--- src/rtl/ram_arbiter.sv ---
// Round-robin arbiter sharing one single-port frame RAM between a burst writer
// and a burst reader, each using a 4-phase fs/fd request/done handshake.
module ram_arbiter #(
    parameter int AW = 12,
    parameter int DW = 8
) (
    input  logic          clk,
    input  logic          rst,
    input  logic          fs_wr,
    output logic          fd_wr,
    input  logic [AW-1:0] wr_addr_init,
    input  logic [AW-1:0] wr_dlen,
    input  logic [DW-1:0] wr_data,
    input  logic          wr_valid,
    output logic          wr_ready,
    input  logic          fs_rd,
    output logic          fd_rd,
    input  logic [AW-1:0] rd_addr_init,
    input  logic [AW-1:0] rd_dlen,
    input  logic          rd_ready,
    output logic [DW-1:0] rd_data,
    output logic          rd_valid,
    output logic          ram_en,
    output logic          ram_we,
    output logic [AW-1:0] ram_addr,
    output logic [DW-1:0] ram_din,
    input  logic [DW-1:0] ram_dout,
    output logic          busy
);

    localparam logic [2:0] S_IDLE     = 3'd0;
    localparam logic [2:0] S_WR_WORK  = 3'd1;
    localparam logic [2:0] S_WR_DONE  = 3'd2;
    localparam logic [2:0] S_RD_WORK  = 3'd3;
    localparam logic [2:0] S_RD_DRAIN = 3'd4;
    localparam logic [2:0] S_RD_DONE  = 3'd5;

    logic [2:0]    state_q, state_d;
    logic [AW-1:0] cnt_q, cnt_d;
    logic [AW-1:0] base_q, base_d;
    logic [AW-1:0] dlen_q, dlen_d;
    logic          last_wr_q, last_wr_d;  // 1: writer held the most recent grant
    logic          rd_valid_q;
    logic          rd_issue;
    logic          last_word;

    assign last_word = (cnt_q == dlen_q - AW'(1));

    // NOTE: every signal written here gets a default first, so no path can infer a latch.
    always_comb begin
        state_d   = state_q;
        cnt_d     = cnt_q;
        base_d    = base_q;
        dlen_d    = dlen_q;
        last_wr_d = last_wr_q;
        wr_ready  = 1'b0;
        fd_wr     = 1'b0;
        fd_rd     = 1'b0;
        ram_en    = 1'b0;
        ram_we    = 1'b0;
        ram_addr  = '0;
        ram_din   = '0;
        rd_issue  = 1'b0;

        case (state_q)
            S_IDLE: begin
                // On contention the side that did not win last time is served.
                if (fs_wr && (!fs_rd || !last_wr_q)) begin
                    base_d    = wr_addr_init;
                    dlen_d    = wr_dlen;
                    cnt_d     = '0;
                    last_wr_d = 1'b1;
                    state_d   = (wr_dlen == '0) ? S_WR_DONE : S_WR_WORK;
                end else if (fs_rd) begin
                    base_d    = rd_addr_init;
                    dlen_d    = rd_dlen;
                    cnt_d     = '0;
                    last_wr_d = 1'b0;
                    state_d   = (rd_dlen == '0) ? S_RD_DONE : S_RD_WORK;
                end
            end
            S_WR_WORK: begin
                wr_ready = 1'b1;
                if (wr_valid) begin
                    ram_en   = 1'b1;
                    ram_we   = 1'b1;
                    ram_addr = base_q + cnt_q;
                    ram_din  = wr_data;
                    cnt_d    = cnt_q + AW'(1);
                    if (last_word) state_d = S_WR_DONE;
                end
            end
            S_WR_DONE: begin
                fd_wr = 1'b1;
                if (!fs_wr) state_d = S_IDLE;
            end
            S_RD_WORK: begin
                if (rd_ready) begin
                    ram_en   = 1'b1;
                    ram_addr = base_q + cnt_q;
                    rd_issue = 1'b1;
                    cnt_d    = cnt_q + AW'(1);
                    if (last_word) state_d = S_RD_DRAIN;
                end
            end
            S_RD_DRAIN: state_d = S_RD_DONE;
            S_RD_DONE: begin
                fd_rd = 1'b1;
                if (!fs_rd) state_d = S_IDLE;
            end
            default: state_d = S_IDLE;
        endcase
    end

    // NOTE: state registers use non-blocking assignments so every flop samples pre-edge values.
    always_ff @(posedge clk or negedge rst) begin
        if (!rst) begin
            state_q    <= S_IDLE;
            cnt_q      <= '0;
            base_q     <= '0;
            dlen_q     <= '0;
            last_wr_q  <= 1'b0;
            rd_valid_q <= 1'b0;
        end else begin
            state_q    <= state_d;
            cnt_q      <= cnt_d;
            base_q     <= base_d;
            dlen_q     <= dlen_d;
            last_wr_q  <= last_wr_d;
            rd_valid_q <= rd_issue;
        end
    end

    assign rd_valid = rd_valid_q;
    assign rd_data  = ram_dout;
    assign busy     = (state_q != S_IDLE);

endmodule

--- config.mk ---
export PLATFORM = sky130hd
export DESIGN_NAME = ram_arbiter
export DESIGN_NICKNAME = d
export VERILOG_FILES = /design/src/rtl/ram_arbiter.sv
export SDC_FILE = /design/constraint.sdc
export NUM_CORES = 1
export LEC_CHECK = 0
export BUFFER_PORTS_ARGS = -buffer_cell sky130_fd_sc_hd__buf_2
export CORE_MARGIN = 2
export CORE_UTILIZATION = 55
export CTS_BUF_LIST = sky130_fd_sc_hd__clkbuf_16
export DETAILED_ROUTE_END_ITERATION = 16
export PLACE_DENSITY = 0.89
export SETUP_SLACK_MARGIN = 0.05
export SLEW_MARGIN = 15
export SYNTH_ARGS = -nofsm -noshare
export SYNTH_HDL_FRONTEND = slang
export SYNTH_SLANG_ARGS = --single-unit
--- constraint.sdc ---
create_clock -name clk -period 5 [get_ports clk]
set_clock_uncertainty 0.1 [all_clocks]
set_input_delay 0.75 -clock clk [delete_from_list [all_inputs] [get_ports clk]]
set_output_delay 0.75 -clock clk [all_outputs]
set_load 0.005 [all_outputs]
* After elaboration in Yosys (flattened, before gate mapping)
Cells that the tools add are included.
Storage, ports and cells: register bits 41, bits of input ports 70, output and inout port bits 35, logic and storage cells 70
Cells by class: add/subtract/negate cells 3, eq/ne operators 13, muxes and demuxes 35, reduce and logical (&&, ||, !) cells 13
Operator list (count):
- $mux 12 | 10
- $pmux 12 s3 | 1
- $mux 3 | 9
- $logic_not 12->1 | 2
- $pmux 12 s2 | 1
- $pmux 3 s6 | 1
- $mux 8 | 2
- $add 12x1->12 const B | 1
- $add 12x12->12 | 1
- $eq 12x12->1 | 1
- $ne 2x2->1 const B | 6
- $sub 12x1->12 const B | 1
- $mux 1 | 9
- $reduce_and 7->1 | 1
- $eq 3x2->1 const B | 2
- $eq 3x3->1 const B | 2
- $reduce_bool 3->1 | 2
- $reduce_and 4->1 | 1
- $eq 3x1->1 const B | 1
- $logic_not 3->1 | 1
- $ne 3x3->1 const B | 1
- $logic_not 1->1 | 2
- $mux 2 | 1
- $pmux 1 s2 | 1
- other kinds (4) | 4

* Longest topological paths before layout
Gate-level depths: netlist of the first run.
depth in word-level cells 5, depth in mapped cells 10, mapped depth without buffers 10

* Worst setup path before layout of the first run
No wires, ideal clock.
path type reg-to-output, start register cnt_q[0], end output ram_addr[8], arrival 1918 ps, required time 4150 ps, path slack 2232 ps, stages on the path, launching flop included 11, path buffers 0, path through dfrtp_1 ha_1 inv_1 fa_1 nor2b_1 o21a_1 o21ai_0 a21oi_1 o21a_1 nor3_1 nor3_1
Between the ends: longest elaborated chain between the ends 3, elaborated cells on any way between the ends 4, those cells by class add/sub (1); mux (3)
Ends and longest elaborated chain:
- start: declaration | line 39 | logic [AW-1:0] cnt_q, cnt_d;
- start signal: assignment | line 126 | cnt_q <= cnt_d;
- $add 12x12->12 * | line 87, 100
- $mux 12 (on tied branches) | line 98, 84
- $pmux 12 s2 * | line 65 | case (state_q)
- end: declaration | line 25 | output logic [AW-1:0] ram_addr,
Mark *: on every way between the ends. The rest lies on a longest branch, timed or not.

* Worst setup path in the final report of the first run
start register cnt_q[0], end output ram_addr[10]
The elaborated chain is that of the path after synthesis.

==> results of run 1 <==
Yosys cell counts, drive strengths merged (2+ instances only):
library cell / count / area, µm²
a211oi: 3 / 22.52
a21o: 4 / 31.28
a21oi: 37 / 185.2
a22o: 2 / 17.52
a31oi: 4 / 25.02
and2: 3 / 18.77
and3: 12 / 75.07
and3b: 2 / 17.52
and4: 2 / 17.52
buf: 15 / 98.83
clkbuf: 12 / 45.04
dfrtp: 41 / 1026
ha: 13 / 162.7
inv: 9 / 33.78
mux2: 2 / 22.52
mux2i: 25 / 250.2
nand2: 10 / 37.54
nand2b: 4 / 25.02
nand3: 6 / 30.03
nand4: 4 / 25.02
nor2: 64 / 240.2
nor2b: 4 / 25.02
nor3: 10 / 50.05
nor4: 11 / 90.08
o21a: 5 / 37.54
o21ai: 9 / 48.79
or3: 4 / 30.03
xnor2: 15 / 131.4
xor2: 16 / 140.1
power breakdown:
part | internal [mW] | switching, mW
Combinational | 0.234 | 0.261
Clock | 0.181 | 0.130
Sequential | 0.378 | 0.0804
stage by stage:
stage / total power, mW / hold WS, ns / utilization (%) / cell area (µm²)
after floorplan: 0.7950 / 0.3544 / - / 3147
after global placement: 0.9171 / 0.4164 / 64.51 / 3552
after detailed placement: 0.9411 / 0.4288 / 64.51 / 3552
after CTS: 1.261 / 0.4418 / 67.03 / 3691
after global routing: 1.341 / 0.4723 / 67.53 / 3719
final: 1.264 / 0.4391 / 67.53 / 3719
path summary, 6_finish.rpt:
| kind | cells after the start | end | startpoint | slack [ns] |
|---|---|---|---|---|
| setup / recovery | 11 | ram_addr[10] | cnt_q[0] | 1.62 |
| hold / removal | 2 | base_q[10] | base_q[10] | 0.44 |
| setup reg to reg | 7 | state_q[1] | dlen_q[0] | 2.37 |
| hold reg to reg | 2 | base_q[10] | base_q[10] | 0.44 |
| max in group asynchronous | 1 | last_wr_q | rst | 3.74 |
| min in group asynchronous | 1 | base_q[8] | rst | 0.49 |
critical path, delay by kind of cell (launching register included):
family	cells	cell delay, ns
buf+inv	2	0.17
flops	1	0.43
fa+ha+maj	2	0.57
compound gates	4	0.66
simple gates	2	0.26
xor+xnor	1	0.16
state kept, by name, summed over array words and instances (netlist names):
| name | flops |
|---|---|
| base_q | 12 |
| dlen_q | 12 |
| last_wr_q | 1 |
| rd_valid | 1 |
| cnt_q | 12 |
| state_q | 3 |
cell type report:
cell class                      count  share of cell area (%)
Multi-Input combinational cell    289                   52.76
Clock buffer                        5                   3.365
Inverter                            9                  0.9085
Sequential cell                    41                   27.59
Timing Repair Buffer               89                   12.58
Clock inverter                      3                  0.3701
Tap cell                           72                   2.423
cells by family after synthesis:
family | after synthesis | synth area share, %
flops | 41 | 32.60
xor+xnor | 31 | 8.628
simple gates | 141 | 23.02
mux | 27 | 8.668
buf+inv | 36 | 5.645
fa+ha+maj | 14 | 5.805
compound gates | 76 | 15.63
routing by layer:
layer	global-route usage, %	vias to the layer above
met5	0	-
met4	6.207	0
met3	4.412	18
met2	44.45	115
met1	33.82	1383
li1	-	1443
==> qor.csv, run 1 <==
metric;value;unit
cts_resized;0;
ios;105;
gr-total-overflow;0;
yosysWarnings;0;
setup_slack;1.616;ns
synth_ff_type;dfrtp_1;
synthArstFlopShare;100.0;%
crit_chain;ha_1 -> inv_1 -> fa_1 -> nor2b_1 -> o21a_1 -> o21ai_0 -> a21oi_1 -> o21ai_0 -> xor2_1 -> nor2_1 -> buf_2;
wirelength;8.149;mm
final_nets;519;
rsz0062_at_grt;no;
crit_required;4.15;ns
antenna_left;0;
antenna_found_initial;0;
syn-num-nets;450;
period_share;67.67;%
portBuffers;88;
stdcell_count;508;
nFillCells;412;
die_w;79.64;µm
layout-drive-gt1-share;25.00;%
tightestPinTransition;1.121;ns
hold_viol_final;0;
cts_root_buffer;clkbuf_16;
p_leak;1.821;nW
clk_path_buf_depth;2;
grt_first_pass_wirelength;12.95;mm
rows;27;
m1WireLength;3.314;mm
top_layer;met4;
drt_iter0_drc;199;
cp_common_cell;o21ai_0;
postCtsSetupRepairBufs;0;
arrival;2.53;ns
routedWlPerCell;16.04;µm
ys_ff_latch;41;
ctsHtreeMaxLevel;2;
critPathMaxStageDelay;0.43;ns
core_area;5507;µm²
tritoncts;built;
synth_enable_flop_cells;0;
final_cell_mix;88 x buf_2, 63 x nor2_1, 41 x dfrtp_1, 37 x a21oi_1, 25 x mux2i_1;
clk_pin_slew_worst_paths;0.06;ns
clkLatencyLatePin;0.29;ns
power_density;340.0;nW/µm²
die_area;6343;µm²
setup_viol;0;
min_path_type;reg -> reg;
syn_avg_cell_area;8.598;µm²
outcome;complete, no violations;
cts_made_buffers;5;
grt_pass1_vias;2778;
syn_inst;366;
dp_hpwl;5.762;mm
ctsHoldBuffers;0;
crit_slowest_cell;dfrtp_1;
syn_to_final_growth;18.17;%
drc;0;
vdd_ir_drop_max;200.2;µV
place_ws;1.935;ns
routed-wl-met3;502;µm
period_needed;3.384;ns
seq_area_frac_synth;32.60;%
synth_area;3147;µm²
multi_input_area;1962;µm²
vias;2959;
startpoint_type;register;
track_usage;25.83;%
final_common_cell;buf_2;
start_util;57.15;%
clkSinkCount;41;
relSlewSlack;25.07;%
path_class;reg -> out;
grt_max_degree;60;
dr.pass1.iters;4;
seqCellArea;1026;µm²
fmax;295.5;MHz
avgViaCountPerCell;5.825;
maxSlewViolCount;0;
die_h;79.64;µm
insertedDiodeCount;0;
crit_path_end_kind;primary output;
totalNegativeSetupSlack;0;ns
netlist-cell-type-count;56;
crit_path_max_fanout;6;
dp.cells;499;
maxCapViolations;0;
gp_congestion;0.8492;
wl_met2;4.159;mm
No activity file was read; power rests on OpenSTA's default activity.
==> run 2: changes to the inputs <==
CORE_UTILIZATION = 51   (was 55)
PLACE_DENSITY = 0.84   (was 0.89)
clock period = 3.3 ns   (was 5 ns; I/O delays follow)
==> qor.csv, run 2 (same netlist as run 1, synthesis figures left out) <==
metric;value;unit;change
period_share;92.43;%;
cts_made_buffers;5;;unchanged
clkLatencyLatePin;0.28;ns;about the same
drc;0;;unchanged
die_area;6815;µm²;+7.4%
rsz0062_at_grt;no;;
power_density;510.7;nW/µm²;+50%
track_usage;22.54;%;-3.3 points
portBuffers;88;;unchanged
final_cell_mix;88 x buf_2, 63 x nor2_1, 41 x dfrtp_1, 36 x a21oi_1, 25 x mux2i_1;;
p_leak;1.836;nW;+0.78%
final_common_cell;buf_2;;
busiest_layer;met2;;
core_area;5956;µm²;+8.2%
dp_hpwl;5.717;mm;-0.79%
crit_required;2.70;ns;-1.45 ns
setup_slack;0.2498;ns;-1.367 ns
relSlewSlack;40.92;%;+16 points
gr-total-overflow;0;;unchanged
use_met2;37.98;%;-6.5 points
place_ws;0.4828;ns;-1.453 ns
tightestPinTransition;0.8862;ns;-0.2349 ns
grt_first_pass_wirelength;11.71;mm;-9.6%
vias;2877;;-2.8%
start_util;52.84;%;-4.3 points
cts_root_buffer;clkbuf_16;;
clk_pin_slew_worst_paths;0.06;ns;about the same
grt_pass1_vias;2557;;-8.0%
dr.pass1.iters;4;;unchanged
path_class;reg -> out;;
syn_to_final_growth;18.89;%;
crit_chain;ha_1 -> inv_1 -> fa_1 -> nor2b_1 -> o21a_1 -> o21ai_0 -> a21oi_2 -> o21a_1 -> nor3_1 -> nor3_1 -> buf_2;;
crit_path_end_kind;primary output;;
nFillCells;516;;+25%
min_path_type;in -> async;;
antenna_left;0;;unchanged
antenna_found_initial;0;;unchanged
crit_slowest_cell;dfrtp_1;;
postCtsSetupRepairBufs;0;;unchanged
grt_max_degree;59;;-1.7%
period_needed;3.050;ns;
die_w;82.55;µm;+3.7%
hold_viol_final;0;;unchanged
insertedDiodeCount;0;;unchanged
rows;28;;+3.7%
wirelength;7.421;mm;-8.9%
outcome;complete, no violations;;
grt_util_met1;30.45;%;-3.4 points
drt_iter0_drc;175;;-12%
final_nets;523;;+0.77%
met3_usage;3.152;%;-1.3 points
arrival;2.46;ns;-0.07 ns
path_buf_inv;2;;unchanged
avgViaCountPerCell;5.586;;-4.1%
die_h;82.55;µm;+3.7%
postPlaceCellArea;3593;µm²;+1.2%
startpoint_type;register;;
fmax;327.9;MHz;
crit_path_max_fanout;6;;unchanged
tritoncts;built;;
ctsHtreeMaxLevel;2;;unchanged
routedWlPerCell;14.41;µm;-10%
critPathMaxStageDelay;0.44;ns;about the same
clk_path_buf_depth;2;;unchanged
ios;105;;unchanged
power;1.910;mW;+51%
vdd_ir_drop_max;315.8;µV;+58%
totalNegativeSetupSlack;0;ns;unchanged
setup_viol;0;;unchanged
gp_congestion;0.8631;;+1.6%
maxSlewViolCount;0;;unchanged
final_cell_area;3741;µm²;+0.61%
top_regs;base_q x12, cnt_q x12, dlen_q x12;;
layout-drive-gt1-share;26.14;%;+1.1 points
cpLargestDelayFamily;compound AO/OA/AOI/OAI gates;;
clkSinkCount;41;;unchanged
maxCapViolations;0;;unchanged
## run 2: changes by cell type in the layout (fill, tap and decap cells not counted)
cell / before / now
buf_16: 1 / 0
a211oi_2: 0 / 1
a21oi_1: 37 / 36
a211oi_1: 3 / 2
a21oi_2: 0 / 1
buf_4: 0 / 5
## run 2: layout make-up
class / instances / area, µm² / share of cell area [%]
timing repair buffer: 93 / 478.0 / 12.78
multi-input combinational: 289 / 1971 / 52.68
clock buffer: 5 / 125.1 / 3.344
sequential: 41 / 1026 / 27.42
tap: 75 / 93.84 / 2.508
inverter: 9 / 33.78 / 0.9030
clock inverter: 3 / 13.76 / 0.3679
## run 2: power by group
group,internal [mW],switching [mW],leakage (nW)
clock,0.274,0.186,0.0748
combinational,0.368,0.387,1.26
sequential,0.572,0.123,0.501
## run 2: path summary, 6_finish.rpt
check / endpoint / cells past startpoint / from / slack, ns
max: ram_addr[8] / 11 / cnt_q[0] / 0.25
min: base_q[10] / 1 / rst / 0.23
max reg2reg: state_q[1] / 9 / dlen_q[0] / 0.73
min reg2reg: base_q[2] / 2 / base_q[2] / 0.44
max in group asynchronous: base_q[6] / 1 / rst / 2.31
min in group clk: rd_valid / 3 / rd_ready / 0.38
## run 2: per-stage QoR
stage | util (%) | hold WS [ns] | instances
after global placement | 60.34 | 0.4152 | 507
after floorplan | - | 0.09941 | 366
after detailed placement | 60.34 | 0.4254 | 507
final | 62.82 | 0.2323 | 515
after CTS | 62.67 | 0.2732 | 515
after global routing | 62.82 | 0.3025 | 515
## run 2: what timing repair did
action,4_1_cts,5_1_grt
resized for setup,0,2
hold buffers,0,0
setup endpoints to repair,0,3
endpoints found under the hold margin,0,0
## run 2: per-layer routing
layer,up-vias,routed length [µm]
li1,1446,-
met1,1353,3178
met2,69,3799
met3,9,364
met4,0,78
met5,-,0
